--- src/rtl/connect4_pkg.sv ---
// -----------------------------------------------------------------------------
// connect4_pkg
// Shared definitions for the Connect4 column slot allocator.
//   - DEF_NUM_COLS / DEF_NUM_ROWS : default board geometry (7 x 6)
//   - MAX_COLS / MAX_IDX_W        : widest column select the helpers handle
//   - op_e                        : decoded request type
//   - onehot_idx_t                : column index plus a one-hot valid bit
//   - onehot_to_idx()             : one-hot column select -> binary index
// -----------------------------------------------------------------------------
package connect4_pkg;

  localparam int DEF_NUM_COLS = 7;
  localparam int DEF_NUM_ROWS = 6;

  // Column selects are zero-extended to this width before decoding, so one
  // helper serves every legal NUM_COLS (2..16).
  localparam int MAX_COLS  = 16;
  localparam int MAX_IDX_W = 4;

  typedef enum logic [1:0] {
    OP_NONE,
    OP_DROP,
    OP_UNDO,
    OP_BAD
  } op_e;

  typedef struct packed {
    logic                 valid;
    logic [MAX_IDX_W-1:0] idx;
  } onehot_idx_t;

  // valid is set only when exactly one bit is high; idx is then that bit's
  // position. For zero or multiple bits idx carries no meaning.
  function automatic onehot_idx_t onehot_to_idx(input logic [MAX_COLS-1:0] vec);
    onehot_idx_t res;
    int unsigned ones;
    res.valid = 1'b0;
    res.idx   = '0;
    ones      = 0;
    for (int i = 0; i < MAX_COLS; i++) begin
      if (vec[i]) begin
        res.idx = MAX_IDX_W'(i);
        ones++;
      end
    end
    res.valid = (ones == 1);
    return res;
  endfunction

endpackage

--- src/rtl/column_slot_allocator_if.sv ---
// -----------------------------------------------------------------------------
// column_slot_allocator_if
// Request/response bundle between the column-select logic (master) and the
// slot allocator (slave).
//   Requests  (master -> slave): drop_req, undo_req, clear_board, sel_col
//   Responses (slave -> master): rsp_valid, rsp_ok, cell_index, cell_row,
//                                cell_col, col_full, board_full
// Geometry parameters must match those of the allocator instance.
// -----------------------------------------------------------------------------
interface column_slot_allocator_if
  import connect4_pkg::*;
#(
  parameter int NUM_COLS = DEF_NUM_COLS,
  parameter int NUM_ROWS = DEF_NUM_ROWS
);

  localparam int IDX_W = $clog2(NUM_COLS * NUM_ROWS);
  localparam int ROW_W = $clog2(NUM_ROWS);
  localparam int COL_W = $clog2(NUM_COLS);

  logic                drop_req;
  logic                undo_req;
  logic                clear_board;
  logic [NUM_COLS-1:0] sel_col;

  logic                rsp_valid;
  logic                rsp_ok;
  logic [IDX_W-1:0]    cell_index;
  logic [ROW_W-1:0]    cell_row;
  logic [COL_W-1:0]    cell_col;
  logic [NUM_COLS-1:0] col_full;
  logic                board_full;

  modport master (
    output drop_req, undo_req, clear_board, sel_col,
    input  rsp_valid, rsp_ok, cell_index, cell_row, cell_col, col_full, board_full
  );

  modport slave (
    input  drop_req, undo_req, clear_board, sel_col,
    output rsp_valid, rsp_ok, cell_index, cell_row, cell_col, col_full, board_full
  );

endinterface

--- src/rtl/column_height_counter.sv ---
// -----------------------------------------------------------------------------
// column_height_counter
// Fill height of one board column: a saturating up/down counter in 0..NUM_ROWS.
//   clk    : rising-edge clock
//   reset  : synchronous active-high reset, height -> 0
//   clear  : synchronous clear, same effect as reset
//   inc    : add one disc (ignored when full)
//   dec    : remove one disc (ignored when empty)
//   height : current number of discs in the column
//   full   : height == NUM_ROWS
//   empty  : height == 0
// -----------------------------------------------------------------------------
module column_height_counter
  import connect4_pkg::*;
#(
  parameter int NUM_ROWS = DEF_NUM_ROWS,
  parameter int HGT_W    = $clog2(NUM_ROWS + 1)
) (
  input  logic             clk,
  input  logic             reset,
  input  logic             clear,
  input  logic             inc,
  input  logic             dec,
  output logic [HGT_W-1:0] height,
  output logic             full,
  output logic             empty
);

  assign full  = (height == HGT_W'(NUM_ROWS));
  assign empty = (height == '0);

  // NOTE: the height is a handful of flops, so it takes the synchronous reset
  // directly; a clear must empty the board in a single cycle.
  // NOTE: non-blocking assignments so every register samples pre-edge values.
  always_ff @(posedge clk) begin
    if (reset || clear) begin
      height <= '0;
    end else if (inc && !full) begin
      height <= height + 1'b1;
    end else if (dec && !empty) begin
      height <= height - 1'b1;
    end
  end

endmodule

--- src/rtl/column_slot_allocator.sv ---
// -----------------------------------------------------------------------------
// column_slot_allocator
// Tracks the fill height of every Connect4 column. A drop request returns the
// linear cell index where the disc lands; an undo request returns the cell
// vacated by removing the top disc. Rejected operations leave heights intact.
//   clk   : rising-edge clock
//   reset : synchronous active-high reset; clears heights and responses
//   bus   : column_slot_allocator_if.slave
//           drop_req/undo_req/clear_board/sel_col in,
//           rsp_valid/rsp_ok/cell_index/cell_row/cell_col out (registered,
//           one cycle after the request),
//           col_full/board_full out (combinational from the heights)
// Cell index = row * NUM_COLS + col, row 0 at the bottom.
// -----------------------------------------------------------------------------
module column_slot_allocator
  import connect4_pkg::*;
#(
  parameter int NUM_COLS = DEF_NUM_COLS,
  parameter int NUM_ROWS = DEF_NUM_ROWS
) (
  input  logic                    clk,
  input  logic                    reset,
  column_slot_allocator_if.slave  bus
);

  // Derived widths are local so they always follow the geometry.
  localparam int IDX_W = $clog2(NUM_COLS * NUM_ROWS);
  localparam int HGT_W = $clog2(NUM_ROWS + 1);
  localparam int ROW_W = $clog2(NUM_ROWS);
  localparam int COL_W = $clog2(NUM_COLS);

  // ---------------------------------------------------------------------------
  // Request decode
  // ---------------------------------------------------------------------------
  logic [MAX_COLS-1:0] sel_wide;
  onehot_idx_t         sel;
  op_e                 op;

  assign sel_wide = MAX_COLS'(bus.sel_col);
  assign sel      = onehot_to_idx(sel_wide);

  // NOTE: every always_comb output gets a default first so no path infers a latch.
  always_comb begin
    op = OP_NONE;
    if (bus.drop_req && bus.undo_req) begin
      op = OP_BAD;
    end else if (bus.drop_req || bus.undo_req) begin
      if (!sel.valid)        op = OP_BAD;
      else if (bus.drop_req) op = OP_DROP;
      else                   op = OP_UNDO;
    end
  end

  // ---------------------------------------------------------------------------
  // Per-column height counters
  // ---------------------------------------------------------------------------
  logic [HGT_W-1:0]    heights [NUM_COLS];
  logic [NUM_COLS-1:0] full_vec;
  logic [NUM_COLS-1:0] empty_vec;

  for (genvar c = 0; c < NUM_COLS; c++) begin : g_col
    logic col_hit;
    assign col_hit = (sel.idx == MAX_IDX_W'(c));

    column_height_counter #(
      .NUM_ROWS (NUM_ROWS),
      .HGT_W    (HGT_W)
    ) u_height (
      .clk    (clk),
      .reset  (reset),
      .clear  (bus.clear_board),
      .inc    ((op == OP_DROP) && col_hit),
      .dec    ((op == OP_UNDO) && col_hit),
      .height (heights[c]),
      .full   (full_vec[c]),
      .empty  (empty_vec[c])
    );
  end

  assign bus.col_full   = full_vec;
  assign bus.board_full = &full_vec;

  // ---------------------------------------------------------------------------
  // Selected column state
  // ---------------------------------------------------------------------------
  logic [HGT_W-1:0] sel_height;
  logic             sel_full;
  logic             sel_empty;

  always_comb begin
    sel_height = '0;
    sel_full   = 1'b0;
    sel_empty  = 1'b1;
    for (int c = 0; c < NUM_COLS; c++) begin
      if (sel.idx == MAX_IDX_W'(c)) begin
        sel_height = heights[c];
        sel_full   = full_vec[c];
        sel_empty  = empty_vec[c];
      end
    end
  end

  // ---------------------------------------------------------------------------
  // Response computation
  // ---------------------------------------------------------------------------
  logic             ok_d;
  logic [ROW_W-1:0] row_d;
  logic [COL_W-1:0] col_d;
  logic [IDX_W-1:0] idx_d;

  // A rejected drop still reports the column's top cell and a rejected undo
  // its bottom cell, so the caller can see which slot blocked the move.
  always_comb begin
    ok_d  = 1'b0;
    row_d = '0;
    col_d = COL_W'(sel.idx);
    unique case (op)
      OP_DROP: begin
        ok_d  = !sel_full;
        row_d = sel_full ? ROW_W'(NUM_ROWS - 1) : ROW_W'(sel_height);
      end
      OP_UNDO: begin
        ok_d  = !sel_empty;
        row_d = sel_empty ? '0 : ROW_W'(sel_height - 1'b1);
      end
      OP_BAD: begin
        col_d = '0;
      end
      default: begin
        col_d = '0;
      end
    endcase
  end

  // Computed at IDX_W so the product cannot truncate for any legal geometry.
  assign idx_d = IDX_W'(row_d) * IDX_W'(NUM_COLS) + IDX_W'(col_d);

  // ---------------------------------------------------------------------------
  // Response register
  // ---------------------------------------------------------------------------
  always_ff @(posedge clk) begin
    if (reset || bus.clear_board) begin
      bus.rsp_valid  <= 1'b0;
      bus.rsp_ok     <= 1'b0;
      bus.cell_index <= '0;
      bus.cell_row   <= '0;
      bus.cell_col   <= '0;
    end else if (op != OP_NONE) begin
      bus.rsp_valid  <= 1'b1;
      bus.rsp_ok     <= ok_d;
      bus.cell_index <= idx_d;
      bus.cell_row   <= row_d;
      bus.cell_col   <= col_d;
    end else begin
      // Idle cycle: the pulse drops, the last cell coordinates stay visible.
      bus.rsp_valid  <= 1'b0;
      bus.rsp_ok     <= 1'b0;
    end
  end

endmodule

--- src/flat_wrapper.sv ---
// flat-port wrapper written by rule: the top's interface ports become plain ports
module column_slot_allocator_flat import connect4_pkg::*;
#(
  parameter int NUM_COLS = DEF_NUM_COLS,
  parameter int NUM_ROWS = DEF_NUM_ROWS
)
  (clk, reset, bus_drop_req, bus_undo_req, bus_clear_board, bus_sel_col, bus_rsp_valid, bus_rsp_ok, bus_cell_index, bus_cell_row, bus_cell_col, bus_col_full, bus_board_full);
  column_slot_allocator_if #(.NUM_COLS(NUM_COLS), .NUM_ROWS(NUM_ROWS)) bus_i ();
  input  logic clk;
  input  logic reset;
  input wire logic [$bits(bus_i.drop_req)-1:0] bus_drop_req;
  input wire logic [$bits(bus_i.undo_req)-1:0] bus_undo_req;
  input wire logic [$bits(bus_i.clear_board)-1:0] bus_clear_board;
  input wire logic [$bits(bus_i.sel_col)-1:0] bus_sel_col;
  output wire logic [$bits(bus_i.rsp_valid)-1:0] bus_rsp_valid;
  output wire logic [$bits(bus_i.rsp_ok)-1:0] bus_rsp_ok;
  output wire logic [$bits(bus_i.cell_index)-1:0] bus_cell_index;
  output wire logic [$bits(bus_i.cell_row)-1:0] bus_cell_row;
  output wire logic [$bits(bus_i.cell_col)-1:0] bus_cell_col;
  output wire logic [$bits(bus_i.col_full)-1:0] bus_col_full;
  output wire logic [$bits(bus_i.board_full)-1:0] bus_board_full;
  assign bus_i.drop_req = bus_drop_req;
  assign bus_i.undo_req = bus_undo_req;
  assign bus_i.clear_board = bus_clear_board;
  assign bus_i.sel_col = bus_sel_col;
  assign bus_rsp_valid = bus_i.rsp_valid;
  assign bus_rsp_ok = bus_i.rsp_ok;
  assign bus_cell_index = bus_i.cell_index;
  assign bus_cell_row = bus_i.cell_row;
  assign bus_cell_col = bus_i.cell_col;
  assign bus_col_full = bus_i.col_full;
  assign bus_board_full = bus_i.board_full;
  column_slot_allocator #(.NUM_COLS(NUM_COLS), .NUM_ROWS(NUM_ROWS)) u_core (.clk(clk), .reset(reset), .bus(bus_i));
endmodule
--- config.mk ---
export PLATFORM = sky130hd
export DESIGN_NAME = column_slot_allocator_flat
export DESIGN_NICKNAME = d
export VERILOG_FILES = /design/src/rtl/connect4_pkg.sv /design/src/rtl/column_slot_allocator_if.sv /design/src/rtl/column_height_counter.sv /design/src/rtl/column_slot_allocator.sv /design/src/flat_wrapper.sv
export SDC_FILE = /design/constraint.sdc
export NUM_CORES = 1
export LEC_CHECK = 0
export ABC_AREA = 0
export CELL_PAD_IN_SITES_DETAIL_PLACEMENT = 2
export CELL_PAD_IN_SITES_GLOBAL_PLACEMENT = 2
export CORE_MARGIN = 2
export CORE_UTILIZATION = 34
export CTS_CLUSTER_DIAMETER = 40
export DETAILED_ROUTE_END_ITERATION = 10
export HOLD_SLACK_MARGIN = 0.12
export PLACE_DENSITY = 0.93
export SYNTH_ARGS = -nofsm -noshare
export SYNTH_HDL_FRONTEND = slang
export SYNTH_SLANG_ARGS = --single-unit
--- constraint.sdc ---
create_clock -name clk -period 9.15 [get_ports clk]
set_clock_uncertainty 0.1 [all_clocks]
set_input_delay 1.3725 -clock clk [delete_from_list [all_inputs] [get_ports clk]]
set_output_delay 1.3725 -clock clk [all_outputs]
set_load 0.02 [all_outputs]
==> out/results.txt, run 1 <==
outcome: finished, final reports clean
Sequential Area: 701 um^2
io pins: 34
r2r startpoint: u_core.g_col[0].u_height.height[1]
layout cells sized above 1: 0.132
post-synth net total: 439
worst slew pin tran: 0.931 ns
synth cell count leaders: 51 x nor2_1, 35 x dfxtp_1, 26 x nand2_1, 25 x inv_1, 20 x ha_1
clock latency on the worst-skew pair: 0.30 ns
Seq/Total Area, Yosys: 0.222
Post-synth EDFFs: 0
simple-gate portion of the synthesized area: 0.245
Detail Route Antenna Nets: 0
Post-Syn Instances: 396
largest net degree at the start of global routing: 33
Worst Hold Class: reg -> reg
area of the multi-input gates: 0.00231 mm^2
clock tree buffer depth: 2
vias per cell: 5.56
total CTS buffers: 5
Top FF cell, synth: dfxtp_1
Psw: 189 uW
Util after Layout: 0.424
Async SR Flop Fraction: 0
post-synth top area share: 0.222
vias: 3014
initial core utilization: 0.346
Worst Setup SP: bus_sel_col[0]
peak fanout along the critical path: 5
number of global-route vias before repair: 3386
Synth Area in Compound Gates: 0.186
CP bufs+invs: 6
CP arrival: 8.80 ns
Synth area leaders: dfxtp_1 22%, ha_1 7.9%, fa_1 7.0%, nor2_1 6.1%, mux2i_1 4.1%
fillers: 1027
Clock transition at path regs: 0.08 ns
count leader, synth: nor2_1
Final HPWL DP: 7720 um
Avg WL per Cell: 19.2 um
nets@finish: 474
count of different cell masters after synthesis: 63
WP data required: 9.21 ns
Setup CP Type: in -> reg
startpoint class of the critical path: input pin
P_int: 325 uW
mux contribution to synthesized area: 0.0484
Final Non-Filler Cells: 542
post-synthesis xor/xnor area fraction: 0.0718
Worst Setup EP: u_core.bus.cell_index[4]
Leak: 1.50 nW
Net Sw Frac: 0.368
register bit total from synthesis: 35
GRT Residual Overflow: 0
CTS tree: yes
largest family of logic cells by synthesized area: simple AND/OR/NAND/NOR gates
syn avg cell area: 7.97 um^2
CP max-delay cell: fa_2
clock power share: 0.278
worst reg2reg path depth: 17
Adder-Cell Fraction of Synth Area: 0.149
fmax: 115 MHz
Total GRT Usage: 0.211
cell taking the most area after synthesis: dfxtp_1
clock sink count: 35
RD Place Congestion: 0.846
Ys Warns: 0
Syn-to-layout area delta: 22.4%
die width: 100 um
logic gate share of total power: 0.409
Power Dens Cells: 133 mW/mm^2
final total power: 514 uW
Post-Route WL: 10400 um
# Max-Cap Violations: 0
# rows: 35
Die H: 100 um
R2R setup slack: 4.48 ns
Top delay family on crit path: adder cells
antenna cells: 0
H-tree depth: 2
Syn Std Cell Area: 0.00316 mm^2
initial antenna violation count: 0
Crit. path cell count: 38
Placed Instances: 529
Tcrit/Tclk final: 0.954
hold_buf cts: 0
Worst setup EP type: flop
Final Hold Viols: 0
DR DRC count: 0
drt pass-1 iters: 4
largest stage delay on the critical path: 0.57 ns
Max VDD drop: 62.4 uV
first-pass GRT wire length: 17100 um
Flop pwr share: 0.313
initial drt markers: 119
Slew Limit Fails: 0
count of input and output buffers: 33
reg2reg end: u_core.bus.cell_index[4]
# setup viols final: 0
Slew Limit Headroom: 0.376
area of the core: 0.00911 mm^2
CP most frequent cell: inv_1
minimum clock period: 8.73 ns
CTS root buf: clkbuf_8
full die area: 0.0101 mm^2
-- how the worst min path moves through the flow --
stage | from | endpoint | slack (ns) | depth (start not counted)
2_1_floorplan | u_core.g_col[2].u_height.height[1] | u_core.g_col[2].u_height.height[1] | 0.39 | 2
3_3_place_gp | u_core.bus.cell_col[0] | u_core.bus.cell_col[0] | 0.35 | 2
3_5_place_dp | u_core.bus.cell_col[0] | u_core.bus.cell_col[0] | 0.38 | 2
4_1_cts | u_core.bus.cell_col[0] | u_core.bus.cell_col[0] | 0.39 | 2
5_1_grt | u_core.bus.cell_col[0] | u_core.bus.cell_col[0] | 0.42 | 2
6_report | u_core.bus.cell_col[0] | u_core.bus.cell_col[0] | 0.39 | 2
-- per-stage QoR --
stage / setup TNS, ns / cell area [um^2] / hold WS, ns / worst slack (ns)
after floorplan: 0 / 3160 / 0.394 / 0.753
after global placement: 0 / 3610 / 0.355 / 0.0987
after detailed placement: -0.710 / 3610 / 0.378 / -0.398
after CTS: 0 / 3730 / 0.392 / 0.0125
after global routing: -0.0893 / 3860 / 0.417 / -0.0458
final: 0 / 3860 / 0.390 / 0.417
-- worst register-to-register path, cell delays in order (launching register included) --
cell	delay [ns]
dfxtp_1	0.41
or2_1	0.28
o211ai_1	0.09
o211ai_1	0.15
a221oi_1	0.55
ha_1	0.29
xor2_2	0.11
o32a_1	0.38
fa_1	0.50
inv_1	0.06
fa_2	0.57
ha_1	0.24
a21o_1	0.16
a21oi_1	0.18
xor2_1	0.19
nor2_1	0.07
a21oi_1	0.15
nor2_1	0.06
-- logic make-up after synthesis --
group	Yosys count
xor+xnor	25
buf+inv	54
flops	35
fa+ha+maj	31
mux	15
compound gates	80
simple gates	156
-- power by group through the flow --
stage                     Clock, mW  Sequential (mW)  Combinational (mW)
after floorplan                   0            0.168               0.119
after CTS                     0.145            0.161               0.192
after global routing          0.152            0.161               0.232
after detailed placement          0            0.164               0.186
final                         0.143            0.161               0.210
after global placement            0            0.164               0.173
-- sequential cells by signal, indices dropped and copies added, names as in the netlist --
| signal | flops |
|---|---|
| u_core.bus.cell_row | 3 |
| u_core.bus.rsp_valid | 1 |
| u_core.bus.cell_index | 6 |
| u_core.g_col.u_height.height | 21 |
| u_core.bus.rsp_ok | 1 |
| u_core.bus.cell_col | 3 |
-- layout make-up --
cell class | instances | share of cell area
multi-input cells | 307 | 0.598
flip-flops and latches | 35 | 0.181
repair buffers | 56 | 0.132
well taps | 111 | 0.0360
inverters | 26 | 0.0253
clock buffers | 5 | 0.0178
clock inverters | 2 | 0.00972
-- per-layer routing --
metal  share of wire  global-route usage
met1            0.44               0.261
met2            0.52               0.389
met3           0.029              0.0306
met4           0.012              0.0421
met5               0                   0
-- what timing repair did --
action | in CTS | in global routing
gates resized for setup | 3 | 19
buffers inserted | 0 | 6
endpoints found under the setup margin | 1 | 3
pin swaps | 2 | 13
-- cell usage in the layout (no fill, tap or decap), types with 3 or more instances in the layout --
cell type / netlist / final
nand4_1: 3 / 3
nor2b_1: 9 / 9
a31oi_1: 3 / 3
nor3_1: 15 / 15
inv_1: 25 / 24
o21ai_0: 10 / 9
nor2_1: 51 / 51
nand3_1: 19 / 18
nand2_1: 26 / 25
xor2_1: 11 / 9
mux2i_1: 13 / 12
a21oi_1: 19 / 18
a21o_1: 3 / 3
a211o_1: 4 / 4
o211ai_1: 5 / 5
ha_1: 20 / 16
a221o_1: 3 / 3
dfxtp_1: 35 / 35
nand3b_1: 11 / 11
or3_1: 4 / 4
xnor2_1: 13 / 13
buf_4: 7 / 22
clkbuf_8: 0 / 5
nand2b_1: 3 / 3
clkdlybuf4s50_1: 0 / 32
a41o_1: 3 / 3
a22oi_1: 4 / 3
fa_1: 11 / 9
Power figures use the tool's default switching activity.
==> inputs of run 2 (changes only) <==
CAP_MARGIN = 30   (was unset)
==> results of run 2 <==
Same layout as run 1: the final DEF is identical, and so are final timing and power.
